<file path="src/rtl/cpu_host_ctrl.sv">
// Host-side run controller for the single-cycle core: loads an input image, runs the core
// under a watchdog, drains a result window and reports how many cycles the run took.
module cpu_host_ctrl #(
  parameter int AW        = 8,
  parameter int DW        = 8,
  parameter int LOAD_BASE = 0,
  parameter int LOAD_N    = 64,
  parameter int RES_BASE  = 64,
  parameter int RES_N     = 64,
  parameter int RST_CYC   = 2,
  parameter int TIMEOUT   = 4096
) (
  input  logic          clk,
  input  logic          reset,
  input  logic          start,
  input  logic          load_valid,
  input  logic [DW-1:0] load_data,
  output logic          load_ready,
  output logic          res_valid,
  output logic [DW-1:0] res_data,
  input  logic          res_ready,
  output logic          mem_sel,
  output logic          mem_wr_en,
  output logic [AW-1:0] mem_addr,
  output logic [DW-1:0] mem_wr_data,
  input  logic [DW-1:0] mem_rd_data,
  output logic          core_rst,
  output logic          core_req,
  input  logic          core_done,
  output logic          busy,
  output logic          finished,
  output logic          timeout_err,
  output logic [15:0]   run_cycles
);

  typedef enum logic [2:0] {
    IDLE  = 3'd0,
    LOAD  = 3'd1,
    CRST  = 3'd2,
    RUN   = 3'd3,
    DRAIN = 3'd4,
    FIN   = 3'd5,
    ERR   = 3'd6
  } state_t;

  localparam int RCW = $clog2(RST_CYC + 1);
  localparam int TW  = $clog2(TIMEOUT);

  localparam logic [AW:0]     LAST_LOAD = (AW+1)'(LOAD_N - 1);
  localparam logic [AW:0]     LAST_RES  = (AW+1)'(RES_N - 1);
  localparam logic [RCW-1:0]  LAST_RST  = RCW'(RST_CYC - 1);
  localparam logic [TW-1:0]   LAST_TMR  = TW'(TIMEOUT - 1);
  localparam logic [AW-1:0]   LOAD_A0   = AW'(LOAD_BASE);
  localparam logic [AW-1:0]   RES_A0    = AW'(RES_BASE);

  state_t         state;
  logic [AW:0]    ptr;
  logic [RCW-1:0] rst_cnt;
  logic [TW-1:0]  tmr;
  logic [AW-1:0]  load_addr;
  logic [AW-1:0]  res_addr;

  // ptr is one bit wider than the address so a full 2^AW window can be counted.
  assign load_addr = LOAD_A0 + ptr[AW-1:0];
  assign res_addr  = RES_A0 + ptr[AW-1:0];

  always_ff @(posedge clk) begin
    if (reset) begin
      state       <= IDLE;
      ptr         <= '0;
      rst_cnt     <= '0;
      tmr         <= '0;
      run_cycles  <= '0;
      timeout_err <= 1'b0;
    end else begin
      case (state)
        IDLE, ERR: begin
          if (start) begin
            state       <= LOAD;
            ptr         <= '0;
            run_cycles  <= '0;
            timeout_err <= 1'b0;
          end
        end
        LOAD: begin
          if (load_valid) begin
            if (ptr == LAST_LOAD) begin
              state   <= CRST;
              ptr     <= '0;
              rst_cnt <= '0;
            end else begin
              ptr <= ptr + 1'b1;
            end
          end
        end
        CRST: begin
          if (rst_cnt == LAST_RST) begin
            state <= RUN;
            tmr   <= '0;
          end else begin
            rst_cnt <= rst_cnt + 1'b1;
          end
        end
        RUN: begin
          if (run_cycles != 16'hFFFF) begin
            run_cycles <= run_cycles + 16'd1;
          end
          // A done on the last allowed cycle still wins over the watchdog.
          if (core_done) begin
            state <= DRAIN;
            ptr   <= '0;
          end else if (tmr == LAST_TMR) begin
            state       <= ERR;
            timeout_err <= 1'b1;
          end else begin
            tmr <= tmr + 1'b1;
          end
        end
        DRAIN: begin
          if (res_ready) begin
            if (ptr == LAST_RES) begin
              state <= FIN;
              ptr   <= '0;
            end else begin
              ptr <= ptr + 1'b1;
            end
          end
        end
        FIN: begin
          state <= IDLE;
        end
        default: begin
          state <= IDLE;
        end
      endcase
    end
  end

  // Port outputs decode the state; reset forces them quiet before the state register clears.
  always_comb begin
    load_ready  = 1'b0;
    res_valid   = 1'b0;
    res_data    = '0;
    mem_sel     = 1'b0;
    mem_wr_en   = 1'b0;
    mem_addr    = '0;
    mem_wr_data = '0;
    core_req    = 1'b0;
    busy        = 1'b0;
    finished    = 1'b0;
    core_rst    = reset;
    if (!reset) begin
      case (state)
        LOAD: begin
          busy       = 1'b1;
          load_ready = 1'b1;
          mem_sel    = 1'b1;
          mem_addr   = load_addr;
          if (load_valid) begin
            mem_wr_en   = 1'b1;
            mem_wr_data = load_data;
          end
        end
        CRST: begin
          busy     = 1'b1;
          core_rst = 1'b1;
        end
        RUN: begin
          busy     = 1'b1;
          core_req = 1'b1;
        end
        DRAIN: begin
          busy      = 1'b1;
          mem_sel   = 1'b1;
          mem_addr  = res_addr;
          res_valid = 1'b1;
          res_data  = mem_rd_data;
        end
        FIN: begin
          busy     = 1'b1;
          finished = 1'b1;
        end
        ERR: begin
          core_rst = 1'b1;
        end
        default: begin
          core_rst = 1'b0;
        end
      endcase
    end
  end

endmodule

</file>
<file path="config.mk">
export PLATFORM = sky130hd
export DESIGN_NAME = cpu_host_ctrl
export DESIGN_NICKNAME = d
export VERILOG_FILES = /design/src/rtl/cpu_host_ctrl.sv
export SDC_FILE = /design/constraint.sdc
export NUM_CORES = 1
export LEC_CHECK = 0
export CORE_ASPECT_RATIO = 0.5
export CORE_UTILIZATION = 50
export CTS_BUF_LIST = sky130_fd_sc_hd__clkbuf_4
export CTS_CLUSTER_SIZE = 30
export DETAILED_ROUTE_END_ITERATION = 16
export HOLD_SLACK_MARGIN = 0.15
export PLACE_DENSITY = 0.82
export SLEW_MARGIN = 15
export SYNTH_ARGS = -nofsm -noshare
export SYNTH_HDL_FRONTEND = slang
export SYNTH_SLANG_ARGS = --single-unit
</file>
<file path="constraint.sdc">
create_clock -name clk -period 4.5 [get_ports clk]
set_clock_uncertainty 0.2 [all_clocks]
set_input_delay 0.675 -clock clk [delete_from_list [all_inputs] [get_ports clk]]
set_output_delay 0.675 -clock clk [all_outputs]
set_load 0.01 [all_outputs]
</file>
==> reports/results.ini <==
[global_route]
grt_pass1_vias = 2296
gr-total-overflow = 0
grt.total_usage = 0.227
grt_max_degree = 32
antenna_found_initial = 0
grt_first_pass_wirelength_mm = 10.1

[power]
irDropWorstVdd_mv = 0.147
power_frac_comb = 0.330
p_int_uw = 612
power.density_nw_per_um2 = 283
p_leak_uw = 0.00116
p_clk_frac = 0.201
p_sw_frac = 0.364
pwr-share-seq = 0.468
p_sw_uw = 350

[worst_setup_path]
critPathRequiredTime_ps = 3620
reg2reg_from = state[1]
worst_setup_path_start_kind = register
arrival_ps = 2550
worst_r2r_endpoint = run_cycles[0]
worstPathMaxFanout = 19
worstSetupPathType = reg2out
end_kind = primary output
ff2ff_path_depth = 5
ff2ff_setup_slack_ps = 1860

[sta]
finalHoldViolCount = 0
max_freq_mhz = 292
worst_slew_pin_slew_ps = 673
setup_tns_ps = 0
setup_viol = 0
fin_crit_ps = 3420
final.period_utilization = 0.760
slew_viol_final = 0
rsz0062_at_grt = false
relSlewSlack = 0.551

[route]
vias = 2615
drt.antenna.violating_nets = 0
vias_per_cell = 5.59
totalWireLength_mm = 6.22
drtPass1Iterations = 4
wl_per_cell_um = 13.3
drt_iter0_markers = 121
drcViolationCount = 0

[min_path]
min-delay-start = rst_cnt[0]
worstHoldEndpoint = rst_cnt[0]
hp-class = reg2reg
hold_path_depth = 2

[layout]
final_util = 0.680
num_antenna_cells = 0
layout-drive-gt1-share = 0.0603
nets = 425
final_area_um2 = 3400
area_delta_synth_final_pct = 29.5

[yosys]
synthTopCellsByCount = dfxtp_1 (43), nor2_1 (39), nand3_1 (29)
synth_edf_count = 0
yosysSeqAreaShare = 0.328
yosysMostFrequentCell = dfxtp_1
syn-instance-count = 337
synth_nets = 365
ys.flop_type = dfxtp_1
synth_largest_area_cell = dfxtp_1
yosys.cell_types.count = 54
synth.area.top_cells = dfxtp_1 (33%), nor2_1 (5.6%), nand3_1 (5.5%), a21oi_1 (4.6%), xnor2_1 (4.0%)
syn-cell-area_um2 = 2630
synth-async-reset-ratio = 0
syn_area_per_cell_um2 = 7.80
ys_seq_elements = 43
yosysWarnings = 0
yosys.area.top_type_share = 0.328

[job]
cap_violations = 0

[clock_tree]
cts_resized = 0
clock-sinks = 43
cts_max_path_buffers = 2
postCtsSetupBuffers = 0
cts_root_buffer = clkbuf_4
path_clk_slew_ps = 140
cts_tree = yes
cts_buffers = 5
cts.htree.levels = 2
clock_latency_ps = 350
ctsHoldBuffers = 0

[placed_design]
place_congestion = 0.836
placed_area_um2 = 3340
io_buffers = 70
post-dp-hpwl_mm = 4.46

[die]
core_um2 = 5000
row_count = 18
dieWidth_um = 105
die-area_um2 = 5570
fp.dieH_um = 53.3
start_util = 0.526
io_pins = 71

[outcome]
status = complete, no violations

[registers in the layout (all words and copies together) (netlist names)]
signal,flops
tmr,12
rst_cnt,2
state,3
run_cycles,16
ptr,9
timeout_err,1
[critical path: stages (launching register included)]
cell	delay [ps]
dfxtp_1	780
nand2b_1	240
nor3_1	70
buf_4	210
nor2_1	330
nor2b_1	90
clkdlybuf4s50_1	490
[metal layers]
layer  global-route usage  routed length (µm)
met1                0.270                2940
met4               0.0548                  43
met5                    0                   0
met3               0.0456                 280
met2                0.430                2950
[layout make-up]
type                       instances  area [µm²]
clock buffer                       6        45.0
clock inverter                     2        12.5
timing repair buffer              74         731
multi-input combinational        264        1630
tap                               70        87.6
inverter                           9        33.8
sequential                        43         861
fill                             443        1600
[how the worst max path moves through the flow]
stage                         from        endpoint  slack [ps]
final                     state[1]     mem_addr[1]        1080
after global routing      state[0]     mem_addr[2]         870
after CTS                 state[1]     mem_addr[1]        1120
after detailed placement     reset     mem_addr[1]        1150
after global placement       reset     mem_addr[0]        1230
after floorplan              reset  mem_wr_data[0]        1960
[power by group through the flow]
stage | logic, µW | registers [µW] | clock network [µW]
after floorplan | 257 | 419 | 0
after global routing | 348 | 455 | 213
after detailed placement | 318 | 456 | 0
after CTS | 319 | 447 | 198
final | 318 | 450 | 194
after global placement | 306 | 453 | 0
[per-stage QoR]
stage               power, µW  hold WS (ps)  setup WS (ps)  cells
global placement          759           266           1230    460
finish                    962           313           1080    468
global route             1020           339            874    468
floorplan                 676           256           1960    337
detailed placement        774           290           1150    460
CTS                       965           315           1120    468
[cell usage in the layout, fill, tap and decap left out, types with 7 or more instances in the layout]
master            n
clkdlybuf4s50_1  70
dfxtp_1          43
nor2_1           39
nand3_1          29
a21oi_1          24
nand2_1          17
o21ai_0          17
nor3_1           12
xnor2_1          12
and3_1           11
and2_1           10
inv_1             9
nor2b_1           9
nand2b_1          7
[kinds of logic (layout without fill, tap and decap cells)]
logic type / Yosys count / count (layout) / share of synthesized area
adder cells (fa/ha/maj): 6 / 6 / 0.0286
multiplexers: 4 / 4 / 0.0157
AO/OA/AOI/OAI: 70 / 70 / 0.175
XOR/XNOR: 18 / 18 / 0.0600
buffers and inverters: 30 / 91 / 0.0514
flip-flops: 43 / 43 / 0.328
AND/OR/NAND/NOR: 166 / 166 / 0.342
No activity file was read; power rests on OpenSTA's default activity.
==> RTL edit 1 (same settings) <==
Change the parameter `TIMEOUT` from 4096 to 1024.
--- a/src/rtl/cpu_host_ctrl.sv
+++ b/src/rtl/cpu_host_ctrl.sv
@@ -8,7 +8,7 @@
   parameter int RES_BASE  = 64,
   parameter int RES_N     = 64,
   parameter int RST_CYC   = 2,
-  parameter int TIMEOUT   = 4096
+  parameter int TIMEOUT   = 1024
 ) (
   input  logic          clk,
   input  logic          reset,
Formal check against the unedited RTL: same outputs for any inputs over 10 cycles, from zero or initial values and one cycle with reset high; that may be too few to reach the edited logic, so the function may still have changed.
==> RTL edit 1 against the unedited design <==
Combinational power is essentially flat; power shrank 2.6%; sequential share of layout area shrank 0.34 points; sequential cell count shrank 2; cell area shrank 3.3%; first-iteration DRC count grew 40%; synthesized area shrank 5.1%; setup slack lost 0.29 ns; wire length grew 9.0%; largest power group unchanged.
==> RTL edit 1: results (changes against the unedited design) <==
Timing
  – Least-Margin Pin Slew: 0.788 ns (was 0.673 ns)
  – Worst hold slack: 0.307 ns (was 0.313 ns)

Power
  – Sw Ratio: 0.388 (was 0.364)
  – Leakage: 1.14 nW (was 1.16 nW)

GRT
  – M3 GR Usage: 0.0578 (was 0.0456)
  – First-pass GRT wire length: 10700 µm (was 10100 µm)
  – Met1 Track Usage GR: 0.352 (was 0.270)
  – Largest net degree at the start of global routing: 27 (was 32)
  – Vias in the first global route: 2285 (was 2296)

Placed design
  – Cell Count Post-Placement: 444 (was 460)
  – DP Area: 3230 µm² (was 3340 µm²)
  – Pre-CTS WS: 0.815 ns (was 1.15 ns)
  – HPWL Detailed: 5040 µm (was 4460 µm)

Min path
  – Hold Startpoint: timeout_err (was rst_cnt[0])

Detailed routing
  – Pre-antenna DRT Iters: 5 (was 4)
  – Drt total wl: 6770 µm (was 6220 µm)
  – Met1 WL: 3140 µm (was 2940 µm)
  – Routed wl met2: 3220 µm (was 2950 µm)

Setup path
  – Worst setup path end: mem_addr[7] (was mem_addr[1])
  – Flop2flop setup slack: 1.91 ns (was 1.86 ns)
  – Worst EP arrival: 2.84 ns (was 2.55 ns)
  – Critical Path Slowest Stage Cell: nor3_1 (was dfxtp_1)
  – Crit Reg-Reg Startpoint: state[2] (was state[1])
  – CP peak stage delay: 0.64 ns (was 0.78 ns)
  – Worst path top cell family by delay: buffers and inverters (was flip-flops)

Yosys
  – Sequential share of the synthesized area: 0.329 (was 0.328)
  – Top post-synthesis cells by count: 41 x dfxtp_1, 35 x nor2_1, 29 x a21oi_1 (was 43 x dfxtp_1, 39 x nor2_1, 29 x nand3_1)
  – Mean Syn Cell Area: 7.81 µm² (was 7.80 µm²)
  – Compound-Gate Fraction of Synth Area: 0.181 (was 0.175)
  – Synth Area in Adders: 0.0301 (was 0.0286)

Cells and area
  – Layout net count: 413 (was 425)
  – Top Registers: run_cycles x16, tmr x10, ptr x9 (was run_cycles x16, tmr x12, ptr x9)
  – Share of cells above drive strength 1: 0.0699 (was 0.0603)

Status
  – Status: finished clean (unchanged)
[RTL edit 1: cell count changes after synthesis, sizes merged, moves of 4 or more]
| cell | unedited run | this run |
|---|---|---|
| nand3 | 29 | 19 |
| and2 | 10 | 19 |
| nor2b | 9 | 0 |
| nand4 | 6 | 14 |
| a21oi | 24 | 30 |
| clkbuf | 13 | 7 |
| nor3 | 13 | 7 |
| xnor2 | 12 | 6 |
| nand2 | 17 | 22 |
| nor2 | 39 | 35 |
[RTL edit 1: final cells by class]
type / instances / area, µm²
multi-input combinational: 255 / 1570
timing repair buffer: 74 / 731
tap: 66 / 82.6
sequential: 41 / 821
inverter: 8 / 30.0
clock inverter: 2 / 10.0
clock buffer: 6 / 45.0
fill: 373 / 1310
[RTL edit 1: power by group through the flow]
stage                     logic, mW  registers [mW]  clock network, mW
after floorplan               0.236           0.393                  0
after global placement        0.301           0.427                  0
after detailed placement      0.311           0.430                  0
after CTS                     0.313           0.423              0.193
after global routing          0.345           0.430              0.210
final                         0.319           0.425              0.192
==> RTL edit 2 (same settings) <==
Made on the original files. Encoding of `state_t`: now one-hot (7 bits for 7 states).
--- a/src/rtl/cpu_host_ctrl.sv
+++ b/src/rtl/cpu_host_ctrl.sv
@@ -33,14 +33,14 @@
   output logic [15:0]   run_cycles
 );
 
-  typedef enum logic [2:0] {
-    IDLE  = 3'd0,
-    LOAD  = 3'd1,
-    CRST  = 3'd2,
-    RUN   = 3'd3,
-    DRAIN = 3'd4,
-    FIN   = 3'd5,
-    ERR   = 3'd6
+  typedef enum logic [6:0] {
+    IDLE  = 7'b0000001,
+    LOAD  = 7'b0000010,
+    CRST  = 7'b0000100,
+    RUN   = 7'b0001000,
+    DRAIN = 7'b0010000,
+    FIN   = 7'b0100000,
+    ERR   = 7'b1000000
   } state_t;
 
   localparam int RCW = $clog2(RST_CYC + 1);
Function: same outputs for any inputs over 10 cycles, from zero or initial values and one cycle with reset high; not proved beyond that.
==> RTL edit 2 against the unedited design <==
Cell area grew 9.8%; global-route usage grew 3.9 points; highest routed layer unchanged; setup slack got worse by 0.32 ns; non-clock buffer count is the same; count of clock-buffer cells in the layout down 1; wire length increased by 28%; final cell count increased by 5.6%; synthesized area increased by 13%; critical path type unchanged; sequential cell count rose by 4.
Power is not compared: it rests on default switching activity, and its combinational part moved more than twofold at a synthesized area within 25%.
==> RTL edit 2: results (changes against the unedited design) <==
Yosys
  – Syn. warnings: 0 (unchanged)
  – Syn Nets: 387 (was 365)
  – Top post-synthesis cells by area: dfxtp_1 32%, a21oi_1 4.9%, o31ai_1 4.3%, or4_1 4.1%, nand3_1 3.9% (was dfxtp_1 33%, nor2_1 5.6%, nand3_1 5.5%, a21oi_1 4.6%, xnor2_1 4.0%)
  – Cells after Synth: 359 (was 337)
  – Top post-synthesis cells by count: 47 x dfxtp_1, 29 x a21oi_1, 24 x nor2_1 (was 43 x dfxtp_1, 39 x nor2_1, 29 x nand3_1)
  – Sequential share of the synthesized area: 0.318 (was 0.328)
  – Ys async rst share: 0 (unchanged)
  – Distinct cells, synth: 64 (was 54)

CTS
  – Clk slew on worst S/H paths: 0.14 ns (about the same)
  – Num CTS Buffers: 5 (unchanged)
  – Clk buf depth: 2 (unchanged)
  – CTS HTree Levels: 2 (unchanged)
  – Clock latency on the worst-skew pair: 0.37 ns (was 0.35 ns)
  – Post-CTS sizing: 0 (unchanged)
  – Post-CTS Setup Repair Bufs: 0 (unchanged)
  – Clock root buffer: clkbuf_4 (unchanged)

Detailed routing
  – Pre-antenna DRT Iters: 5 (was 4)
  – Drt initial violations: 324 (was 121)
  – Via count: 3160 (was 2615)
  – WL per Instance: 16.1 µm (was 13.3 µm)

Power
  – Worst vdd ir: roughly 0.14 mV
  – Leakage: ~1.3 nW
  – Net switching power: ~0.24 mW

Placed design
  – Port bufs: 70 (unchanged)
  – HPWL Detailed: 5790 µm (was 4460 µm)
  – Placer Congestion: 0.915 (was 0.836)

Cells and area
  – Layout net count: 448 (was 425)
  – Top Registers: run_cycles x16, tmr x12, ptr x9 (unchanged)
  – Finished Layout Cells: 494 (was 468)
  – ANT cells: 0 (unchanged)
  – Share of cells above drive strength 1: 0.0665 (was 0.0603)

Setup path
  – Worst EP arrival: 2.86 ns (was 2.55 ns)
  – Maximum fanout along the worst path: 13 (was 19)

GRT
  – GRT Util Overall: 0.266 (was 0.227)
  – Largest net degree at the start of global routing: 24 (was 32)
  – Initial antenna violation count: 0 (unchanged)
  – First-pass GRT wire length: 13700 µm (was 10100 µm)
  – Vias in the first global route: 2993 (was 2296)

Status
  – Status: finished clean (unchanged)

Min path
  – Worst hold path class: flip-flop to flip-flop (unchanged)

Timing
  – Relative slew slack: 0.444 (was 0.551)
==> RTL edit 2: changes by cell type after synthesis, sizes merged, moves of 6 or more <==
cell,change
a211oi,-6
nor2b,-7
xnor2,-11
nor2,-15
a21oi,+6
o31ai,+16
and2,+7
o21ai,-14
and3,+7
or4,+14
==> RTL edit 2: metal layers <==
layer  global-route usage  part of all wire  up-vias
li1                     -                 -     1504
met1                0.328              0.45     1500
met2                0.468              0.47      144
met3               0.0529             0.069       12
met4               0.0933             0.014        0
met5                    0                 0        -
==> RTL edit 2: area by class of cell <==
| type | instances | area [µm²] |
|---|---|---|
| multi-input combinational | 281 | 1870 |
| fill | 465 | 1850 |
| sequential | 47 | 941 |
| timing repair buffer | 74 | 731 |
| tap | 73 | 91.3 |
| inverter | 11 | 41.3 |
| clock buffer | 5 | 37.5 |
| clock inverter | 3 | 20.0 |
==> RTL edit 2: kinds of logic after synthesis <==
| kind of cell | after synthesis | share of synthesized area |
|---|---|---|
| adders and majority gates | 6 | 0.0254 |
| and+or+nand+nor | 179 | 0.366 |
| buffers and inverters | 31 | 0.0490 |
| muxes | 6 | 0.0207 |
| AOI/OAI and AO/OA | 88 | 0.216 |
| DFF | 47 | 0.318 |
| xor gates and xnor gates | 2 | 0.00592 |
==> RTL edit 2: metrics by stage <==
stage                      util  setup WS (ns)  area (µm²)
after global placement    0.658          0.927        3680
after detailed placement  0.658          0.902        3680
after global routing      0.669          0.521        3740
after CTS                 0.669          0.798        3740
after floorplan               -           1.92        2960
final                     0.669          0.760        3740
==> RTL edit 2: power groups by stage <==
stage | Combinational, mW | Clock [mW] | Sequential (mW)
floorplan | 0.103 | 0 | 0.434
global placement | 0.135 | 0 | 0.442
detailed placement | 0.140 | 0 | 0.442
CTS | 0.141 | 0.205 | 0.433
global route | 0.155 | 0.225 | 0.435
finish | 0.143 | 0.207 | 0.433
==> RTL edit 2: critical path, stage by stage, from the launching register on <==
cell             delay (ns)
dfxtp_1                0.40
nor3_1                 0.62
and3_1                 0.53
or2_2                  0.25
and2_1                 0.14
clkdlybuf4s50_1        0.54
==> RTL edit 2: final timing paths <==
| check | depth (start not counted) | slack (ns) | to | startpoint |
|---|---|---|---|---|
| worst max-delay path | 5 | 0.76 | mem_addr[5] | state[2] |
| worst min-delay path | 2 | 0.29 | tmr[11] | tmr[11] |
| worst min register to register | 2 | 0.29 | tmr[11] | tmr[11] |
| worst max register to register | 5 | 1.54 | run_cycles[2] | state[1] |
